===== src/rtl/dmem_port_arbiter_pkg.sv =====
// Shared types and constants for the data-memory port arbiter.
// Holds the state encodings, the owner codes and the pending-response record.
package dmem_port_arbiter_pkg;

  typedef enum logic [1:0] {
    ARB_S_ARB     = 2'd0,
    ARB_S_FORCE_B = 2'd1,
    ARB_S_LOCK_B  = 2'd2
  } arb_state_t;

  localparam logic ARB_OWN_A = 1'b0;
  localparam logic ARB_OWN_B = 1'b1;

  localparam int WAIT_W = 8;

  // One beat's worth of response bookkeeping, carried across a single cycle.
  typedef struct packed {
    logic valid;
    logic owner;
    logic read;
    logic err;
  } resp_t;

endpackage


===== src/rtl/dmem_port_arbiter_wait_counter.sv =====
// Saturating starvation counter for port B.
// reaching_max lets the arbiter hand B the very next slot instead of one cycle late.
module arb_wait_counter
  import dmem_port_arbiter_pkg::*;
#(
  parameter int MAX_WAIT = 8
) (
  input  logic clk,
  input  logic rst_n,
  input  logic inc,
  input  logic clr,
  output logic at_max,
  output logic reaching_max
);

  localparam logic [WAIT_W-1:0] LIMIT = WAIT_W'(MAX_WAIT);

  logic [WAIT_W-1:0] count;

  always_ff @(posedge clk or negedge rst_n) begin
    if (!rst_n) begin
      count <= '0;
    end else if (clr) begin
      count <= '0;
    end else if (inc && (count != LIMIT)) begin
      count <= count + 1'b1;
    end
  end

  assign at_max       = (count == LIMIT);
  assign reaching_max = inc && !clr && (count == (LIMIT - 1'b1));

endmodule


===== src/rtl/dmem_port_arbiter.sv =====
// Two-port arbiter in front of a single-port synchronous data memory.
// Port A (pipeline) has priority; port B gets a forced slot after MAX_WAIT stalled cycles.
module dmem_port_arbiter
  import dmem_port_arbiter_pkg::*;
#(
  parameter int                XLEN      = 32,
  parameter int                ADDR_W    = 32,
  parameter logic [ADDR_W-1:0] MEM_BASE  = '0,
  parameter longint            MEM_BYTES = 4096,
  parameter int                MAX_WAIT  = 8
) (
  input  logic                i_clk,
  input  logic                i_rst_n,
  input  logic                i_a_valid,
  input  logic                i_a_we,
  input  logic [ADDR_W-1:0]   i_a_addr,
  input  logic [XLEN-1:0]     i_a_wdata,
  input  logic [XLEN/8-1:0]   i_a_wstrb,
  output logic                o_a_ready,
  output logic                o_a_rvalid,
  output logic [XLEN-1:0]     o_a_rdata,
  output logic                o_a_err,
  input  logic                i_b_valid,
  input  logic                i_b_we,
  input  logic [ADDR_W-1:0]   i_b_addr,
  input  logic [XLEN-1:0]     i_b_wdata,
  input  logic [XLEN/8-1:0]   i_b_wstrb,
  input  logic                i_b_lock,
  output logic                o_b_ready,
  output logic                o_b_rvalid,
  output logic [XLEN-1:0]     o_b_rdata,
  output logic                o_b_err,
  output logic                o_mem_en,
  output logic                o_mem_we,
  output logic [ADDR_W-1:0]   o_mem_addr,
  output logic [XLEN-1:0]     o_mem_wdata,
  output logic [XLEN/8-1:0]   o_mem_wstrb,
  input  logic [XLEN-1:0]     i_mem_rdata,
  output logic                o_b_granted
);

  arb_state_t          state;
  logic                b_granted;
  resp_t               resp;
  logic                a_ready, b_ready, a_hs, b_hs, beat;
  logic                beat_we, beat_in_range;
  logic [ADDR_W-1:0]   beat_addr;
  logic [ADDR_W:0]     beat_off;
  logic [XLEN-1:0]     beat_wdata;
  logic [XLEN/8-1:0]   beat_wstrb;
  logic                wait_inc, wait_clr, wait_at_max, wait_reaching_max;
  logic                resp_a, resp_b;

  // Outside ARB only B is served; in ARB B needs A to be idle.
  assign a_ready = (state == ARB_S_ARB);
  assign b_ready = (state == ARB_S_ARB) ? (i_b_valid && !i_a_valid) : 1'b1;
  assign a_hs    = i_a_valid && a_ready;
  assign b_hs    = i_b_valid && b_ready;
  assign beat    = a_hs || b_hs;

  assign beat_addr  = b_hs ? i_b_addr  : i_a_addr;
  assign beat_we    = b_hs ? i_b_we    : i_a_we;
  assign beat_wdata = b_hs ? i_b_wdata : i_a_wdata;
  assign beat_wstrb = b_hs ? i_b_wstrb : i_a_wstrb;

  // One extra bit keeps addr < MEM_BASE (borrow) and the upper bound from wrapping.
  assign beat_off      = {1'b0, beat_addr} - {1'b0, MEM_BASE};
  assign beat_in_range = !beat_off[ADDR_W] && (65'(beat_off) < 65'(MEM_BYTES));

  assign o_mem_en    = beat && beat_in_range;
  assign o_mem_we    = o_mem_en && beat_we;
  assign o_mem_addr  = beat ? beat_off[ADDR_W-1:0] : '0;
  assign o_mem_wdata = beat ? beat_wdata : '0;
  assign o_mem_wstrb = beat ? beat_wstrb : '0;

  assign wait_inc = (state == ARB_S_ARB) && i_b_valid && !b_ready;
  assign wait_clr = b_hs || !i_b_valid;

  arb_wait_counter #(
    .MAX_WAIT (MAX_WAIT)
  ) u_wait_counter (
    .clk          (i_clk),
    .rst_n        (i_rst_n),
    .inc          (wait_inc),
    .clr          (wait_clr),
    .at_max       (wait_at_max),
    .reaching_max (wait_reaching_max)
  );

  always_ff @(posedge i_clk or negedge i_rst_n) begin
    if (!i_rst_n) begin
      state     <= ARB_S_ARB;
      b_granted <= 1'b0;
    end else begin
      unique case (state)
        ARB_S_ARB: begin
          if (b_hs) begin
            if (i_b_lock) begin
              state     <= ARB_S_LOCK_B;
              b_granted <= 1'b1;
            end
          end else if (wait_at_max || wait_reaching_max) begin
            state     <= ARB_S_FORCE_B;
            b_granted <= 1'b1;
          end
        end
        ARB_S_FORCE_B: begin
          if (b_hs) begin
            state     <= i_b_lock ? ARB_S_LOCK_B : ARB_S_ARB;
            b_granted <= i_b_lock;
          end else if (!i_b_valid) begin
            state     <= ARB_S_ARB;
            b_granted <= 1'b0;
          end
        end
        ARB_S_LOCK_B: begin
          if (b_hs && !i_b_lock) begin
            state     <= ARB_S_ARB;
            b_granted <= 1'b0;
          end
        end
        default: begin
          state     <= ARB_S_ARB;
          b_granted <= 1'b0;
        end
      endcase
    end
  end

  // Reads and any out-of-range beat produce a response one cycle later.
  always_ff @(posedge i_clk or negedge i_rst_n) begin
    if (!i_rst_n) begin
      resp <= '0;
    end else begin
      resp.valid <= beat && (!beat_we || !beat_in_range);
      resp.owner <= b_hs ? ARB_OWN_B : ARB_OWN_A;
      resp.read  <= !beat_we;
      resp.err   <= !beat_in_range;
    end
  end

  assign resp_a = resp.valid && (resp.owner == ARB_OWN_A);
  assign resp_b = resp.valid && (resp.owner == ARB_OWN_B);

  assign o_a_ready   = a_ready;
  assign o_b_ready   = b_ready;
  assign o_a_rvalid  = resp_a && resp.read;
  assign o_b_rvalid  = resp_b && resp.read;
  assign o_a_err     = resp_a && resp.err;
  assign o_b_err     = resp_b && resp.err;
  assign o_a_rdata   = (resp_a && resp.read && !resp.err) ? i_mem_rdata : '0;
  assign o_b_rdata   = (resp_b && resp.read && !resp.err) ? i_mem_rdata : '0;
  assign o_b_granted = b_granted;

endmodule


===== config.mk =====
export PLATFORM = sky130hd
export DESIGN_NAME = dmem_port_arbiter
export DESIGN_NICKNAME = d
export VERILOG_FILES = /design/src/rtl/dmem_port_arbiter_pkg.sv /design/src/rtl/dmem_port_arbiter_wait_counter.sv /design/src/rtl/dmem_port_arbiter.sv
export SDC_FILE = /design/constraint.sdc
export NUM_CORES = 1
export LEC_CHECK = 0
export CORE_AREA = 3 3 123 125
export DETAILED_ROUTE_END_ITERATION = 12
export DIE_AREA = 0 0 126 128
export HOLD_SLACK_MARGIN = 0.12
export SLEW_MARGIN = 20
export SYNTH_ARGS = -nofsm -noshare
export SYNTH_HDL_FRONTEND = slang
export SYNTH_SLANG_ARGS = --single-unit

===== constraint.sdc =====
create_clock -name i_clk -period 2.46 [get_ports i_clk]
set_input_delay 0.492 -clock i_clk [delete_from_list [all_inputs] [get_ports i_clk]]
set_output_delay 0.492 -clock i_clk [all_outputs]
set_load 0.05 [all_outputs]

* Word-level counts from Yosys, hierarchy flattened
Index checks and enable logic that the tools add are counted.
** Word-level totals
- Register bits after elaboration :: 15
- Input port bits :: 175
- Output and inout bits :: 141
- Word-level logic and storage cells :: 82
** Operators by class
- Add/sub/neg operators :: 1
- Order comparisons :: 1
- Eq/ne operators :: 9
- Multiplexer cells :: 28
- Bitwise logic cells :: 1
- Reduce and logical (&&, ||, !) cells :: 35
** Operators with widths (count)
- 32-bit 2-to-1 mux :: 6
- 32-bit by 13-bit < comparator with 1-bit output (second input constant) :: 1
- 1-bit logical AND :: 20
- 8-bit 2-to-1 mux :: 2
- 2-bit 2-to-1 mux :: 7
- 1-bit 2-to-1 mux :: 9
- 8-bit by 1-bit adder with 8-bit output (second input constant) :: 1
- 8-bit by 3-bit equality test with 1-bit output (second input constant) :: 1
- 8-bit by 4-bit equality test with 1-bit output (second input constant) :: 1
- 1-bit zero test :: 8
- 4-bit 2-to-1 mux :: 2
- 8-bit by 4-bit != test with 1-bit output (second input constant) :: 1
- 3-bit != test (second input constant) :: 2
- 2-bit one-hot mux with 3 select lines :: 1
- 1-bit logical OR :: 4
- 4-bit AND reduction :: 1
- 3-bit by 1-bit != test with 1-bit output (second input constant) :: 1
- 1-bit one-hot mux with 3 select lines :: 1
- 2-bit by 1-bit equality test with 1-bit output (second input constant) :: 1
- 2-bit equality test (second input constant) :: 1
- 2-bit zero test :: 1
- 2-bit != test (second input constant) :: 1
- 2-bit nonzero test :: 1
- 1-bit inverter :: 1

* Longest topological paths before layout
Gate-level depths: netlist of the first run.
- Depth after elaboration :: 12
- Gate-level depth with buffers :: 6
- Gate-level depth less buffers :: 6

* Hierarchy
Synthesis of the first run repeated with hierarchy kept, for this count alone.
** Second synthesis, totals
- Cells, all modules :: 405
- Area total of the unflattened synthesis :: 2339.7 µm²
** Modules (own cells, without submodules)
- dmem_port_arbiter :: instances 1, cells an instance 356, area each 1888.1 µm², seq. area each 175.2 µm²
- arb_wait_counter :: instances 1, cells an instance 49, area each 451.7 µm², seq. area each 200.2 µm²

* Worst setup path before layout of the first run
Ideal clock, no wire load.
- Path type :: reg-to-reg
- Start :: register state[0]
- End :: register state[0]
- Setup time :: 0.185 ns
- Arrival :: 2.459 ns
- Required time :: 2.275 ns
- Slack :: -0.184 ns
- Cell stages (with the launch flop) :: 6
- Buffers on the path :: 1
- Period minus slack after synthesis :: 2.644 ns
- Path through :: dfrtp_1 -> buf_6 -> nor2_1 -> o21ai_0 -> a21oi_1 -> nor2_1
** On the way
- Longest elaborated chain between the ends :: 10
- Elaborated cells on any way between the ends :: 22
- Those cells by class :: 6 x eq/ne; 4 x mux; 12 x reduce/logical
** RTL lines
- start: declaration :: RTL line dmem_port_arbiter.sv:42 : arb_state_t state;
- start signal: assignment :: RTL line dmem_port_arbiter.sv:109 : state <= i_b_lock ? ARB_S_LOCK_B : ARB_S_ARB;
- 2-bit zero test *
- via o_a_ready :: RTL line dmem_port_arbiter.sv:19 : output logic o_a_ready,
- 1-bit 2-to-1 mux * :: RTL line dmem_port_arbiter.sv:56 : assign b_ready = (state == ARB_S_ARB) ? (i_b_valid && !i_a_valid) : 1'b1;
- via o_b_ready :: RTL line dmem_port_arbiter.sv:29 : output logic o_b_ready,
- 1-bit logical AND :: RTL line dmem_port_arbiter.sv:58 : assign b_hs = i_b_valid && b_ready;
- 1-bit logical OR :: RTL line dmem_port_arbiter.sv:77 : assign wait_clr = b_hs || !i_b_valid;
- 1-bit zero test :: RTL line dmem_port_arbiter_wait_counter.sv:31 : assign reaching_max = inc && !clr && (count == (LIMIT - 1'b1));
- 1-bit logical AND (2 in series) :: RTL line dmem_port_arbiter_wait_counter.sv:31
- 1-bit logical OR :: RTL line dmem_port_arbiter.sv:102 : end else if (wait_at_max || wait_reaching_max) begin
- 3-bit by 1-bit != test with 1-bit output (no line)
- 4-bit AND reduction (no line)
Mark *: on every way through the listed nets, which the timed path passes. The rest lies on a longest branch.
A chain may end at the register's enable or synchronous reset.

* Final worst setup path of the first run
- Start :: input port i_a_addr[29]
- End :: output port o_mem_we
** On the way
- Longest elaborated chain between the ends :: 4
** RTL lines
- start: declaration :: RTL line dmem_port_arbiter.sv:16 : input logic [ADDR_W-1:0] i_a_addr,
- 32-bit 2-to-1 mux :: RTL line dmem_port_arbiter.sv:61 : assign beat_addr = b_hs ? i_b_addr : i_a_addr;
- 32-bit by 13-bit < comparator with 1-bit output :: RTL line dmem_port_arbiter.sv:68 : assign beat_in_range = !beat_off[ADDR_W] && (65'(beat_off) < 65'(MEM_BYTES));
- 1-bit logical AND :: RTL line dmem_port_arbiter.sv:70 : assign o_mem_en = beat && beat_in_range;
- 1-bit logical AND :: RTL line dmem_port_arbiter.sv:71 : assign o_mem_we = o_mem_en && beat_we;
- end: declaration :: RTL line dmem_port_arbiter.sv:34 : output logic o_mem_we,
No other way between the ends.

==> results.py, run 1 <==
metrics = {
    "cts": {
        "clk_pin_slew_worst_paths_ps": 50,
        "clock-root-buffer": "clkbuf_16",
        "tritoncts": "built",
        "cts_inserted_buffers": 3,
        "cts.htree.levels": 1,
        "cts-hold-fix-buffers": 0,
        "clock_sink_total": 15,
        "worstSkewPairLatency_ps": 240,
        "cts_max_path_buffers": 2,
    },
    "floorplanning": {
        "starting_utilization_of_the_core_area": 0.167,
        "num_io_pins": 316,
        "core_area_um2": 14000,
        "die_w_um": 126,
        "fp.dieH_um": 128,
        "row_count": 43,
        "dieArea_um2": 16100,
    },
    "critical_path": {
        "cpPeakStageDelay_ps": 290,
        "criticalPathCategory": "in -> out",
        "critPathCaptureType": "output port",
        "timing.critical_path.slowest_stage_cell": "o32ai_2",
        "start_kind": "primary input",
        "critical_path_peak_fanout": 2,
        "worstPathArrival_ps": 1920,
        "critPathRequiredTime_ps": 1970,
        "path_cells": "dlygate4sd2_1 > nor4_4 > buf_4 > nand3_2 > o32ai_2 > and2_4 > buf_12",
    },
    "layout": {
        "final_core_util": 0.539,
        "nFillCells": 1273,
        "fin_nets": 908,
        "layout-area-overhead-vs-synth_pct": 224,
        "most-common-layout-cells": "clkdlybuf4s50_1 (145), buf_12 (139), nand2_1 (132)",
        "layout.cells.most_common": "clkdlybuf4s50_1",
        "drive_above_1_share": 0.286,
        "n_antenna_cell": 0,
    },
    "global_routing": {
        "grt_antenna_before_repair": 0,
        "grt-ovfl-total": 0,
        "grt_pass1_vias": 4151,
        "global_route.usage.total": 0.171,
        "maximum_number_of_pins_on_one_net_before_global_route_repair": 45,
        "first_pass_grt_wire_length_mm": 22.4,
    },
    "sta": {
        "tightest_slew_ps": 656,
        "setup_viol_count_final": 0,
        "clock-skew-final_ps": 1.94,
        "timing_max_transition_violations_final": 0,
        "max-slew-margin-rel": 0.561,
        "fmax_mhz": 415,
        "layout_min_cycle_time_ps": 2410,
        "count_of_final_hold_check_violations": 0,
        "post-route-period-util": 0.980,
        "tns_ps": 0,
    },
    "power": {
        "power_frac_comb": 0.855,
        "net-switching-power_uw": 2160,
        "switching_share": 0.495,
        "seq_power_share": 0.073,
        "p_per_area_nw_per_um2": 579,
        "report.power.total_uw": 4370,
        "vdd_ir_drop_max_v": 0.000461,
        "leakagePower_uw": 0.00339,
        "internal-power_uw": 2200,
        "clock_power_share": 0.072,
    },
    "drt": {
        "detailedRoute.firstPassIterationCount": 4,
        "drtIter0Drc": 141,
        "routed_wire_length_per_instance_um": 16.7,
        "vias": 4122,
        "drt-total-wl_mm": 15.2,
        "route.detailed.vias_per_inst": 4.53,
        "drt.antenna.violating_nets": 0,
        "drc_errors": 0,
    },
    "synth": {
        "ys_types": 37,
        "syn_avg_cell_area_um2": 5.77,
        "synthesis.area_um2": 2330,
        "synth-seq-cells": 15,
        "yosysTopAreaCellShare": 0.226,
        "yosys_warnings": 0,
        "async_flop_share": 1.00,
        "synthCells": 404,
        "synth.yosys.seq_area_share": 0.161,
        "mappedNetlistNets": 581,
        "post_synth_main_area_contributors": "nand2_1 (23%), and2_1 (17%), dfrtp_1 (16%)",
        "largest_area_contributor_in_the_synthesized_netlist": "nand2_1",
        "synth-edff-count": 0,
        "yosys_most_used_dff": "dfrtp_1",
    },
    "placed_design": {
        "port_buffers": 315,
        "place_congestion": 0.914,
        "dp.final_hpwl_mm": 12.8,
    },
    "status": {
        "outcome": "finished, final reports clean",
    },
    "min_path": {
        "hp-class": "reg -> reg",
    },
    "flow_run": {
        "max_cap_violations": 0,
    },
}
## layer usage
metal,GRT usage,up-vias,part of all wire
li1,-,1987,-
met1,0.187,1884,0.36
met2,0.337,236,0.54
met3,0.0371,15,0.082
met4,0.0353,0,0.017
met5,0,-,0
## cell usage after synthesis (2+ instances only)
library cell / number
nand2_1: 140
nand3_1: 75
and2_1: 65
clkbuf_1: 19
dfrtp_1: 15
nor2_1: 14
nor4_1: 12
buf_2: 6
a21oi_1: 5
buf_1: 5
inv_1: 5
and3_1: 4
xor2_1: 4
nand2b_1: 3
o21ai_0: 3
a221oi_1: 2
and3b_1: 2
buf_6: 2
ha_1: 2
nand3b_1: 2
o31ai_1: 2
xnor2_1: 2
## through the flow
stage | hold slack (ps) | cell area (um^2) | setup slack, ps | std cells
after floorplan | 196 | 2330 | 135 | 404
after global placement | 523 | 7220 | -428 | 899
after detailed placement | 545 | 7220 | -433 | 899
after CTS | 562 | 7490 | 3.04 | 908
after global routing | 584 | 7550 | -26.6 | 910
final | 565 | 7550 | 50.0 | 910
## power groups by stage
stage	combinational [uW]	sequential, uW	clock (uW)
after global routing	3900	323	328
after floorplan	1710	332	0
after global placement	3600	325	0
after CTS	3720	325	316
final	3730	319	314
after detailed placement	3620	327	0
## sequential cells by signal, indices dropped and copies added, names as in the netlist
name and cells:
state 2, u_wait_counter.count 8, resp 4, o_b_granted 1
## path summary, 6_finish.rpt
check                      cells after the start         start  slack, ps                       to
min                                            2   o_b_granted        560              o_b_granted
min reg2reg                                    2   o_b_granted        560              o_b_granted
min in group asynchronous                      1       i_rst_n        660  u_wait_counter.count[3]
max                                            7  i_a_addr[29]         50                 o_mem_we
max reg2reg                                    6      state[0]        620                  resp[3]
max in group asynchronous                      1       i_rst_n       1350                 state[0]
## area by class of cell
| cell class | instances | area, um^2 | share of cell area |
|---|---|---|---|
| Sequential cell | 15 | 377 | 0.0499 |
| Clock buffer | 4 | 78.8 | 0.0104 |
| Multi-Input combinational cell | 351 | 1970 | 0.261 |
| Tap cell | 180 | 225 | 0.0298 |
| Timing Repair Buffer | 354 | 4870 | 0.646 |
| Inverter | 6 | 22.5 | 0.00298 |
## worst max-delay path: cells and delay by family
family,cells,cell delay (ps)
compound gates,1,290
buf+inv,3,560
simple gates,3,570
## cell families after synthesis
group | after synthesis | synth area share
AOI/OAI and AO/OA | 17 | 0.0483
and+or+nand+nor | 325 | 0.682
muxes | 1 | 0.00430
adders and majority gates | 2 | 0.0107
xor gates and xnor gates | 6 | 0.0226
DFF | 15 | 0.161
buffers and inverters | 38 | 0.0709
## what timing repair did
item | in CTS | in global routing
pin swaps | 17 | 12
buffers inserted | 4 | 2
resized for setup | 57 | 14
endpoints found under the setup margin | 67 | 2
gates cloned | 1 | 0
No activity file was read; power rests on OpenSTA's default activity.
==> run 2: changes to the inputs <==
--- a/config.mk
+++ b/config.mk
@@ -5,9 +5,10 @@
 export SDC_FILE = /design/constraint.sdc
 export NUM_CORES = 1
 export LEC_CHECK = 0
-export CORE_AREA = 3 3 123 125
+export ABC_AREA = 1
+export CORE_AREA = 3 3 121 123
 export DETAILED_ROUTE_END_ITERATION = 12
-export DIE_AREA = 0 0 126 128
+export DIE_AREA = 0 0 124 126
 export HOLD_SLACK_MARGIN = 0.12
 export SLEW_MARGIN = 20
 export SYNTH_ARGS = -nofsm -noshare
==> run 2 against run 1 <==
Compared with the run above: the flow now finishes with violations (negative setup slack); first-iteration DRC count increased by 12%; utilization increased by 2.1 points; cell count increased by 0.88%; sequential cell count unchanged; die area decreased by 3.1%; clock power about the same; register-to-register slack got worse by 20 ps; wire length increased by 1.9%; synthesized area decreased by 4.2%; worst setup slack got worse by 110 ps; final area increased by 2.3%; total power increased by 13%; critical endpoint unchanged.
==> results.py, run 2 <==
metrics = {
    "sta": {
        "max-slew-margin-rel": 0.576,
        "final.setup.worst_slack_ps": -64.5,
        "tightest_slew_ps": 634,
        "layout_min_cycle_time_ps": 2520,
        "tns_ps": -187,
        "clock-skew-final_ps": 5.06,
        "timing_max_transition_violations_final": 0,
        "fmax_mhz": 396,
        "rsz0062_at_grt": "true",
        "post-route-period-util": 1.03,
        "setup_viol_count_final": 23,
        "count_of_final_hold_check_violations": 0,
    },
    "cts": {
        "clk_pin_slew_worst_paths_ps": 50,
        "cts.htree.levels": 1,
        "cts_inserted_buffers": 3,
        "worstSkewPairLatency_ps": 250,
        "clock_sink_total": 15,
        "clock-root-buffer": "clkbuf_16",
        "cts-hold-fix-buffers": 0,
        "tritoncts": "built",
        "cts_max_path_buffers": 2,
    },
    "global_routing": {
        "busiest_layer": "met2",
        "gr-usage-met2": 0.339,
        "grt_pass1_vias": 4120,
        "groute.layer.met3.usage": 0.0561,
        "global_route.usage.total": 0.183,
        "grt_antenna_before_repair": 0,
        "first_pass_grt_wire_length_mm": 22.7,
        "globalRouteMet1Util": 0.208,
        "grt-ovfl-total": 0,
        "maximum_number_of_pins_on_one_net_before_global_route_repair": 49,
    },
    "critical_path": {
        "critical_path_peak_fanout": 5,
        "critPathRequiredTime_ps": 1970,
        "critPathCaptureType": "output port",
        "start_kind": "flop",
        "criticalPathCategory": "reg -> out",
        "worstPathArrival_ps": 2030,
    },
    "placed_design": {
        "preCtsSetupSlack_ps": -369,
        "place_congestion": 0.928,
        "dp.final_hpwl_mm": 13.1,
        "port_buffers": 315,
    },
    "floorplanning": {
        "core_area_um2": 13800,
        "die_w_um": 124,
        "num_io_pins": 316,
        "starting_utilization_of_the_core_area": 0.162,
        "row_count": 43,
        "dieArea_um2": 15600,
        "fp.dieH_um": 126,
    },
    "synth": {
        "synth-edff-count": 0,
        "ys_types": 29,
        "yosys_warnings": 0,
        "synthesis.area_um2": 2230,
        "synthCells": 397,
        "most_frequent_cells_after_synthesis": "nor2_1 (90), inv_1 (77), nand2_1 (71)",
        "yosys.cell_count.top_type": "nor2_1",
        "mappedNetlistNets": 574,
        "synth.yosys.seq_area_share": 0.168,
        "largest_area_contributor_in_the_synthesized_netlist": "dfrtp_1",
        "yosys_most_used_dff": "dfrtp_1",
        "synth-seq-cells": 15,
        "yosysTopAreaCellShare": 0.168,
        "post_synth_main_area_contributors": "dfrtp_1 (17%), a22o_1 (16%), nor2_1 (15%)",
        "syn_avg_cell_area_um2": 5.62,
        "async_flop_share": 1.00,
    },
    "drt": {
        "drt.antenna.violating_nets": 0,
        "routed_wire_length_per_instance_um": 16.9,
        "drc_errors": 0,
        "route.detailed.vias_per_inst": 4.39,
        "drt-total-wl_mm": 15.5,
        "drtIter0Drc": 158,
        "detailedRoute.firstPassIterationCount": 4,
        "vias": 4029,
    },
    "layout": {
        "drive_above_1_share": 0.407,
        "layout.cells.most_common": "clkdlybuf4s50_1",
        "fin_nets": 916,
        "final_core_util": 0.560,
        "max_ffs_per_register": 8,
        "most-common-layout-cells": "clkdlybuf4s50_1 (176), buf_12 (141), inv_1 (76)",
        "layout-area-overhead-vs-synth_pct": 246,
        "largest_registers": "u_wait_counter.count (8), resp (4), state (2)",
        "n_antenna_cell": 0,
        "most_flops_register": "u_wait_counter.count",
        "nFillCells": 1202,
    },
    "status": {
        "outcome": "finished with violations",
        "failed_checks": "negative setup slack",
    },
    "power": {
        "leakagePower_uw": 0.00345,
        "vdd_ir_drop_max_v": 0.000453,
        "p_per_area_nw_per_um2": 640,
    },
    "flow_run": {
        "max_cap_violations": 0,
    },
    "min_path": {
        "hp-class": "reg -> reg",
    },
}
run 2: changes by cell type in the layout (fill, tap and decap cells not counted), sizes merged, moves of 12 or more:
cell	previous run	this run
clkdlybuf4s50	145	176
nor2	14	94
dlygate4sd2	24	0
and2	65	0
nand2	140	77
o21ai	4	16
inv	6	77
nand3	75	7
a22o	0	42
run 2: cell families (layout without fill, tap and decap cells):
kind of cell               after synthesis  count (layout)  share of synthesized area
AOI/OAI and AO/OA                       74              74                      0.239
and+or+nand+nor                        203             203                      0.393
DFF                                     15              15                      0.168
adders and majority gates                2               2                     0.0112
xor gates and xnor gates                 1               1                    0.00393
buffers and inverters                  102             443                      0.185
run 2: what timing repair did:
action,4_1_cts,5_1_grt
cloned,0,3
pin swaps,4,22
gates resized for setup,10,38
hold endpoints to repair,0,0
buffers inserted,3,9
setup endpoints to repair,70,8
run 2: critical path, cell delays in order, from the launching register on:
cell and delay, ps:
dfrtp_1 410, nor2_4 150, nand2_4 80, nand2_8 100
buf_12 130, nand2_4 50, nand2_2 80, nand2_2 50
nor2_1 90, nand2_1 80, nor2_2 150, nand3_2 120
nor2_4 130, buf_12 150
run 2: layout make-up:
type	count	area [um^2]	area share
clock buffer	4	78.8	0.0102
sequential	15	375	0.0486
multi-input combinational	280	1760	0.228
tap	180	225	0.0292
inverter	78	299	0.0387
timing repair buffer	361	4980	0.645
run 2: worst paths after layout:
| path | cells past startpoint | end | from | slack, ps |
|---|---|---|---|---|
| max in group asynchronous | 1 | resp[0] | i_rst_n | 1410 |
| worst min-delay path | 2 | o_b_granted | o_b_granted | 510 |
| worst min register to register | 2 | o_b_granted | o_b_granted | 510 |
| worst max register to register | 14 | resp[3] | state[0] | 600 |
| min in group asynchronous | 1 | state[0] | i_rst_n | 640 |
| worst max-delay path | 13 | o_mem_we | state[0] | -60 |
run 2: stage by stage:
stage          hold slack (ps)  total power [uW]  cell area [um^2]  cells
3_5_place_dp               518              4390              7350    900
3_3_place_gp               482              4360              7350    900
4_1_cts                    529              4770              7480    907
2_1_floorplan              196              2300              2430    397
6_report                   515              4940              7720    918
5_1_grt                    566              5160              7720    918
run 2: power breakdown:
part | switching [uW] | internal [uW] | total [uW]
logic | 2300 | 2020 | 4320
clock network | 92.4 | 219 | 311
registers | 29.2 | 284 | 313
total | 2420 | 2530 | 4940
run 2: metal layers:
layer  vias to the layer above  share of wire
met3                        15           0.11
met1                      1844           0.36
li1                       1932              -
met4                         0          0.012
met2                       238           0.52
met5                         -              0
